<file path="src/rtl/ntt_pkg.sv">
// Shared types, sizing and the delay range check for the NTT delay bank.
package ntt_pkg;
  localparam int unsigned WIDTH         = 16;
  localparam int unsigned CH            = 2;
  localparam int unsigned MAX_DELAY     = 64;
  localparam int unsigned DEFAULT_DELAY = 4;
  localparam int unsigned DELAY_W       = $clog2(MAX_DELAY + 1);
  localparam int unsigned DEPTH         = MAX_DELAY - 1;
  localparam int unsigned ADDR_W        = $clog2(DEPTH);

  typedef logic [WIDTH-1:0]   lane_t;
  typedef logic [DELAY_W-1:0] delay_t;

  function automatic logic delay_ok(input delay_t d);
    return (d >= delay_t'(1)) && (d <= delay_t'(MAX_DELAY));
  endfunction
endpackage

</file>
<file path="src/rtl/ntt_delay_ctr.sv">
// Shared circular RAM address (wraps at delay-2) and saturating fill counter.
module ntt_delay_ctr
  import ntt_pkg::*;
(
  input  logic              clk,
  input  logic              rst,
  input  logic              en,
  input  logic              load,
  input  delay_t            delay,
  output logic [ADDR_W-1:0] addr,
  output logic              primed,
  output logic              primed_nxt_c
);
  delay_t            fill;
  delay_t            fill_nxt;
  logic [ADDR_W-1:0] addr_nxt;

  always_comb begin
    fill_nxt     = (fill == delay) ? fill : fill + delay_t'(1);
    addr_nxt     = addr + ADDR_W'(1);
    primed_nxt_c = primed;
    // Short delays use at most one RAM word, so the address stays at zero.
    if ((delay < delay_t'(3)) || (delay_t'(addr) >= delay - delay_t'(2)))
      addr_nxt = '0;
    if (load)
      primed_nxt_c = 1'b0;
    else if (en)
      primed_nxt_c = (fill_nxt == delay);
  end

  always_ff @(posedge clk or posedge rst) begin
    if (rst) begin
      addr   <= '0;
      fill   <= '0;
      primed <= 1'b0;
    end else begin
      primed <= primed_nxt_c;
      if (load) begin
        addr <= '0;
        fill <= '0;
      end else if (en) begin
        addr <= addr_nxt;
        fill <= fill_nxt;
      end
    end
  end
endmodule

</file>
<file path="src/rtl/ntt_delay_bank.sv">
// Multi-lane runtime-programmable delay line with stall, valid and primed tracking.
// Optional per-lane even parity with parity_err output: define NTT_DELAY_PARITY_EN.
module ntt_delay_bank
  import ntt_pkg::*;
(
  input  logic             clk,
  input  logic             rst,
  input  logic             en,
  input  logic             cfg_load,
  input  delay_t           cfg_delay,
  input  logic             in_valid,
  input  lane_t [CH-1:0]   in_data,
  output logic             out_valid,
  output lane_t [CH-1:0]   out_data,
  output logic             primed,
  output logic             cfg_err
`ifdef NTT_DELAY_PARITY_EN
  ,
  output logic [CH-1:0]    parity_err
`endif
);
`ifdef NTT_DELAY_PARITY_EN
  localparam int unsigned PAR_W = 1;
`else
  localparam int unsigned PAR_W = 0;
`endif
  localparam int unsigned LANE_W = WIDTH + PAR_W;
  localparam int unsigned MEM_W  = CH * LANE_W + 1;

  delay_t            cur_delay;
  logic              load_ok_c;
  logic              primed_nxt_c;
  logic [ADDR_W-1:0] addr;
  logic [MEM_W-1:0]  wr_word;
  logic [MEM_W-1:0]  src_word;
  logic [MEM_W-1:0]  mem [DEPTH];

  assign load_ok_c = cfg_load && delay_ok(cfg_delay);

  ntt_delay_ctr u_ctr (
    .clk          (clk),
    .rst          (rst),
    .en           (en),
    .load         (load_ok_c),
    .delay        (cur_delay),
    .addr         (addr),
    .primed       (primed),
    .primed_nxt_c (primed_nxt_c)
  );

  // Storage word: valid bit on top, then per lane {parity, data}.
  always_comb begin
    wr_word            = '0;
    wr_word[MEM_W-1]   = in_valid;
    for (int i = 0; i < CH; i++) begin
      wr_word[i*LANE_W +: WIDTH] = in_data[i];
`ifdef NTT_DELAY_PARITY_EN
      wr_word[i*LANE_W + WIDTH]  = ^in_data[i];
`endif
    end
  end

  // D=1 bypasses the RAM; D>=2 reads the word written D-1 enabled cycles ago.
  assign src_word = (cur_delay == delay_t'(1)) ? wr_word : mem[addr];

  always_ff @(posedge clk) begin
    if (en && !load_ok_c)
      mem[addr] <= wr_word;
  end

  always_ff @(posedge clk or posedge rst) begin
    if (rst) begin
      cur_delay <= delay_t'(DEFAULT_DELAY);
      cfg_err   <= 1'b0;
    end else if (cfg_load) begin
      if (load_ok_c) begin
        cur_delay <= cfg_delay;
        cfg_err   <= 1'b0;
      end else begin
        cfg_err   <= 1'b1;
      end
    end
  end

`ifdef NTT_DELAY_PARITY_EN
  logic [CH-1:0] par_bad_c;
  always_comb begin
    par_bad_c = '0;
    for (int i = 0; i < CH; i++)
      par_bad_c[i] = ^src_word[i*LANE_W +: LANE_W];
  end
`endif

  always_ff @(posedge clk or posedge rst) begin
    if (rst) begin
      out_data   <= '0;
      out_valid  <= 1'b0;
`ifdef NTT_DELAY_PARITY_EN
      parity_err <= '0;
`endif
    end else if (load_ok_c) begin
      out_valid  <= 1'b0;
`ifdef NTT_DELAY_PARITY_EN
      parity_err <= '0;
`endif
    end else if (en) begin
      for (int i = 0; i < CH; i++)
        out_data[i] <= src_word[i*LANE_W +: WIDTH];
      out_valid  <= src_word[MEM_W-1] && primed_nxt_c;
`ifdef NTT_DELAY_PARITY_EN
      parity_err <= par_bad_c & {CH{src_word[MEM_W-1] && primed_nxt_c}};
`endif
    end
  end
endmodule

</file>
<file path="config.mk">
export PLATFORM = sky130hd
export DESIGN_NAME = ntt_delay_bank
export DESIGN_NICKNAME = d
export VERILOG_FILES = /design/src/rtl/ntt_pkg.sv /design/src/rtl/ntt_delay_ctr.sv /design/src/rtl/ntt_delay_bank.sv
export SDC_FILE = /design/constraint.sdc
export NUM_CORES = 2
export LEC_CHECK = 0
export ABC_AREA = 1
export BUFFER_PORTS_ARGS = -buffer_cell sky130_fd_sc_hd__buf_2
export CAP_MARGIN = 20
export CORE_MARGIN = 5
export CORE_UTILIZATION = 50
export DETAILED_ROUTE_END_ITERATION = 12
export PLACE_DENSITY = 0.65
export SKIP_CTS_REPAIR_TIMING = 1
export SYNTH_ARGS = -nofsm -noshare
export SYNTH_HDL_FRONTEND = slang
export SYNTH_SLANG_ARGS = --single-unit
</file>
<file path="constraint.sdc">
create_clock -name clk -period 4.65 [get_ports clk]
set_clock_uncertainty 0.1 [all_clocks]
set_input_delay 0.93 -clock clk [delete_from_list [all_inputs] [get_ports clk]]
set_output_delay 0.93 -clock clk [all_outputs]
set_load 0.005 [all_outputs]
</file>
After elaboration in Yosys (flattened, before gate mapping)
Memories as Yosys holds them, arrays and structs flattened.
Cells that the tools add are included.

word-level totals
  latch bits = 0
  output and inout bits = 35
  input bits = 44
  memories = 1
  RAM bits = 2,079
  register bits after elaboration = 55
  logic and storage cells = 43
  bits in read-only memories = 0

cells by class
  eq/ne operators = 3
  bitwise operators = 1
  $add $sub $neg = 3
  $lt $le $gt $ge = 4
  reduce and logical (&&, ||, !) cells = 9
  divide/modulo/power cells = 0
  mux-type cells = 14
  multipliers = 0
  shifts and indexed selects = 0

memories
  memory  words  bits a word  read ports  clocked after memory_dff  write ports  RTL line              text
  mem     63     33           1           0                         1            ntt_delay_bank.sv:36  logic [MEM_W-1:0] mem [DEPTH];

operator list
  cell                 count
  $mux 33              1
  $mux 7               3
  $mux 6               3
  $eq 7x7->1           2
  $add 7x1->7 const B  1
  $eq 7x1->1 const B   1
  $ge 6x7->1           1
  $ge 7x1->1 const B   1
  $le 7x7->1 const B   1
  $lt 7x2->1 const B   1
  $mux 1               7
  $sub 7x2->7 const B  1
  $add 6x1->6 const B  1
  $logic_and 1x1->1    4
  $reduce_and 2->1     2
  $reduce_bool 2->1    1
  $logic_not 1->1      1
  $logic_or 1x1->1     1
  $not 1->1            1

Longest topological paths before layout
  depth in word-level cells = 8
  depth in mapped cells = 16
  gate-level depth less buffers = 16

Cells and area by module
A second synthesis with hierarchy kept.

second synthesis, totals
  cells, all modules = 8,627
  area, all modules = 91,464.0 µm²

by module, submodules not included
  module          area each (µm²)  seq. area each (µm²)  instances  cells an instance
  ntt_delay_bank  90,095.2         63,457.1              1          8,428
  ntt_delay_ctr   1,368.8          350.3                 1          199

Worst setup path after synthesis
OpenSTA, ideal clock, no wires.

  path type = in2reg
  start = input cfg_delay[2]
  end = memory mem[0][0] in the netlist's numbering, enable pin
  cell stages on the path = 8
  required time = 4.127 ns
  arrival = 3.481 ns
  slack = 0.646 ns
  library setup time = 0.423 ns
  path buffers = 1
  cell sequence = nor2_1 nand4_1 nand3_1 nand2_1 inv_1 clkbuf_1 nand2_1 nor2_1

on the way
  longest elaborated chain between the ends = 7
  elaborated cells on any way between the ends = 8
  those cells by class = 2 x order compare; 2 x mux; 4 x reduce/logical

ends and longest elaborated chain
  element                                          RTL line              text
  start, declared                                  ntt_delay_bank.sv:10  input delay_t cfg_delay,
  $ge 7x1->1 / $le 7x7->1 (equally long branches)  ntt_pkg.sv:15         return (d >= delay_t'(1)) && (d <= delay_t'(MAX_DELAY));
  $logic_and 1x1->1 (*)                            ntt_pkg.sv:15
  $logic_and 1x1->1 (*)                            ntt_delay_bank.sv:38  assign load_ok_c = cfg_load && delay_ok(cfg_delay);
  $logic_not 1->1 (*)                              ntt_delay_bank.sv:67  if (en && !load_ok_c)
  $logic_and 1x1->1 (*)                            ntt_delay_bank.sv:67
  $mux 1 (*)                                       ntt_delay_bank.sv:67
  $mux 1 (not written as such) (*)                 ntt_delay_bank.sv:68  mem[addr] <= wr_word;
  end, declared                                    ntt_delay_bank.sv:36

Mark *: on every way between the ends. The rest lies on a longest branch, timed or not.

Worst setup path after layout
  start = register u_ctr.addr[0]
  end = register out_data[10] in the netlist's numbering

on the way
  longest elaborated chain between the ends = 2

ends and longest elaborated chain
  element                        RTL line               text
  start, declared                ntt_delay_ctr.sv:10    output logic [ADDR_W-1:0] addr,
  start signal, assigned         ntt_delay_ctr.sv:42    addr <= addr_nxt;
  $mem_v2 63x33                  n/a
  $mux 33                        ntt_delay_bank.sv:64   assign src_word = (cur_delay == delay_t'(1)) ? wr_word : mem[addr];
  end signal, assigned by index  ntt_delay_bank.sv:108  out_data[i] <= src_word[i*LANE_W +: WIDTH];
  end, declared                  ntt_delay_bank.sv:14   output lane_t [CH-1:0] out_data,

Every way passes these cells.
A chain may end at the register's enable or synchronous reset.

==> metrics.yaml <==
yosys-top-cells-area: "edfxtp_1 77%, nand2_1 9.1%, nand4_1 2.0%"
fmax_mhz: 253
crit_path_end_kind: "flop"
via_per_inst: 5.92
wirelength_um: 234000
dr.pass1.iters: 6
synth_top_family_by_area: "simple AND/OR/NAND/NOR gates"
synth_compound_area_share_pct: 4.44
antenna_found_initial: 13
finalSetupViolations: 0
yosysTopAreaCell: "edfxtp_1"
worst_pin_slew_ps: 1090
yosysWarnings: 0
vdd_drop_max_v: 0.000364
synthCells: 5919
synth.avg_cell_area_um2: 13.6
async_flop_share_pct: 2.58
nets: 6197
layout-drive-gt1-share_pct: 10.3
synth.top_cell.area_share_pct: 77.3
dpl_cell_area_um2: 85400
path_class: "flop to flop"
status: "finished, final reports clean"
fillers: 12400
vias: 50200
pwr-share-comb_pct: 15.8
power_density_nw_per_um2: 490
rows: 147
fp.dieW_um: 412
grt_setup_unrepaired: "false"
io_buffers: 78
intPower_mw: 32.4
relSlewSlack_pct: 26.7
synth_seq_cells: 2134
synth_mux_area_share_pct: 0
path_clk_slew_ps: 60
synth_ff_type: "edfxtp_1"
io-pin-count: 79
synth_adder_area_share_pct: 0.155
crit_fanout: 52
period_share_pct: 85.1
dpl.hpwl_um: 135000
ys_top_cells_by_count: "2,079 x edfxtp_1, 1,967 x nand2_1, 322 x nor2_1"
yosysMostFrequentCell: "edfxtp_1"
die_area_um2: 170000
p_switching_mw: 12.6
wl_per_cell_um: 27.6
yosysSeqAreaShare_pct: 79.0
total_power_mw: 45.0
clockRootBuffer: "clkbuf_16"
yosysUniqueCellTypes: 37
drc: 0
p_leak_nw: 31.4
fp.coreArea_um2: 161000
pwr-share-clk_pct: 36.0
grt_pass1_wl_um: 337000
syn_to_final_growth_pct: 13.8
htree_levels: 4
numCtsBuffers: 207
power_frac_seq_pct: 48.2
sw_frac_of_total_pct: 28.0
grt.overflow.total: 0
syn_nets: 5973
grt_pass1_vias: 48200
cts_tree: "built"
synth_edf_count: 2079
r2r_cells: 14
hold_class: "input port to async pin"
drt-initial-drc-count: 6623
grt_use_total_pct: 27.5
ant_nets: 0
synthSimpleGateAreaFrac_pct: 14.2
cp_data_arrival_time_ps: 4580
gp_congestion: 0.887
slew_violations: 0
critPathRequiredTime_ps: 5280
period_minus_slack_ps: 3960
whs_ps: 107
final_area_um2: 91900
finalSetupTns_ps: 0
start_util_pct: 50.3
cts.sinks: 2134
grt_start_max_net_pins: 103
mappedNetlistArea_um2: 80700
timing.final.hold_violations: 0
synth-xor-area-share_pct: 0.119
cp-start-kind: "flop"
die_h_um: 412
worstSkewPairLatency_ps: 850
cap_violations: 0
cts.path.max_buffers: 3
metrics by stage:
stage	util (%)	setup slack (ps)	cells
3_3_place_gp	53.1	573	8093
4_1_cts	57.2	670	8480
5_1_grt	57.2	598	8480
3_5_place_dp	53.2	551	8094
6_report	57.2	693	8487
2_1_floorplan	-	646	5919
layer usage:
layer / up-vias / GRT usage [%] / share of wire, %
li1: 21800 / - / -
met1: 25200 / 38.3 / 39
met2: 2744 / 42.5 / 46
met3: 469 / 5.89 / 10
met4: 6 / 11.4 / 4.5
met5: - / 0 / 0.018
state kept, by name, summed over array words and instances, names as in the netlist:
register / count
cur_delay: 7
u_ctr.primed: 1
cfg_err: 1
u_ctr.fill: 7
out_valid: 1
out_data: 32
u_ctr.addr: 6
mem: 2079
power by group through the flow:
stage	Sequential (mW)	Combinational (mW)	Clock (mW)
2_1_floorplan	22.0	3.81	0
3_3_place_gp	22.1	6.90	0
3_5_place_dp	22.1	7.01	0
4_1_cts	21.7	7.04	16.4
5_1_grt	21.7	7.66	17.2
6_report	21.7	7.10	16.2
kinds of logic after synthesis:
family / Yosys count
and+or+nand+nor: 2793
DFF: 2134
AOI/OAI and AO/OA: 579
buffers and inverters: 392
xor gates and xnor gates: 11
adders and majority gates: 10
cell type report:
cell class	count	area (um^2)	share of cell area [%]
Antenna cell	7	17.5	0.0191
Clock buffer	262	5510	6.00
Tap cell	2160	2700	2.94
Timing Repair Buffer	287	2510	2.73
Clock inverter	124	1010	1.10
Inverter	120	495	0.539
Sequential cell	2134	63800	69.4
Multi-Input combinational cell	3393	15800	17.2
critical path, cell delays in order, from the launching register on:
cell and delay [ps]:
dfrtp_2 350, clkinv_1 110, buf_12 220, nand3_1 520
inv_8 370, buf_4 330, buf_4 210, a22oi_1 160
nand3_1 100, o21ai_0 310, nand2_1 240, nor2_1 490
nand3_1 140, nand2_1 110, nand2_1 50
final timing paths:
kind,start,endpoint,slack (ps)
max,u_ctr.addr[0]$_DFFE_PP0P_,out_data[10]$_DFFE_PP0P_,690
min,rst,u_ctr.primed$_DFF_PP0_,110
max reg2reg,u_ctr.addr[0]$_DFFE_PP0P_,out_data[10]$_DFFE_PP0P_,690
min reg2reg,out_valid$_DFFE_PP0P_,out_valid$_DFFE_PP0P_,380
max in group asynchronous,rst,out_data[1]$_DFFE_PP0P_,3430
min in group clk,cfg_delay[4],cur_delay[4]$_DFFE_PP0P_,210
placed cells by master, fill, tap and decap left out, types with 13 or more instances in the layout:
cell,instances
edfxtp_1,2079
nand2_1,1966
nand4_1,262
nor2_1,253
a22oi_1,212
clkbuf_16,212
nand3_1,208
o21ai_0,190
buf_4,166
inv_1,107
a21oi_1,81
buf_2,77
nor2_4,69
clkinv_1,63
dfrtp_1,53
clkbuf_1,48
buf_12,44
o21ai_1,42
clkinv_2,36
o2111ai_1,16
bufinv_16,14
nand3b_1,13
No activity file was read; power rests on OpenSTA's default activity.
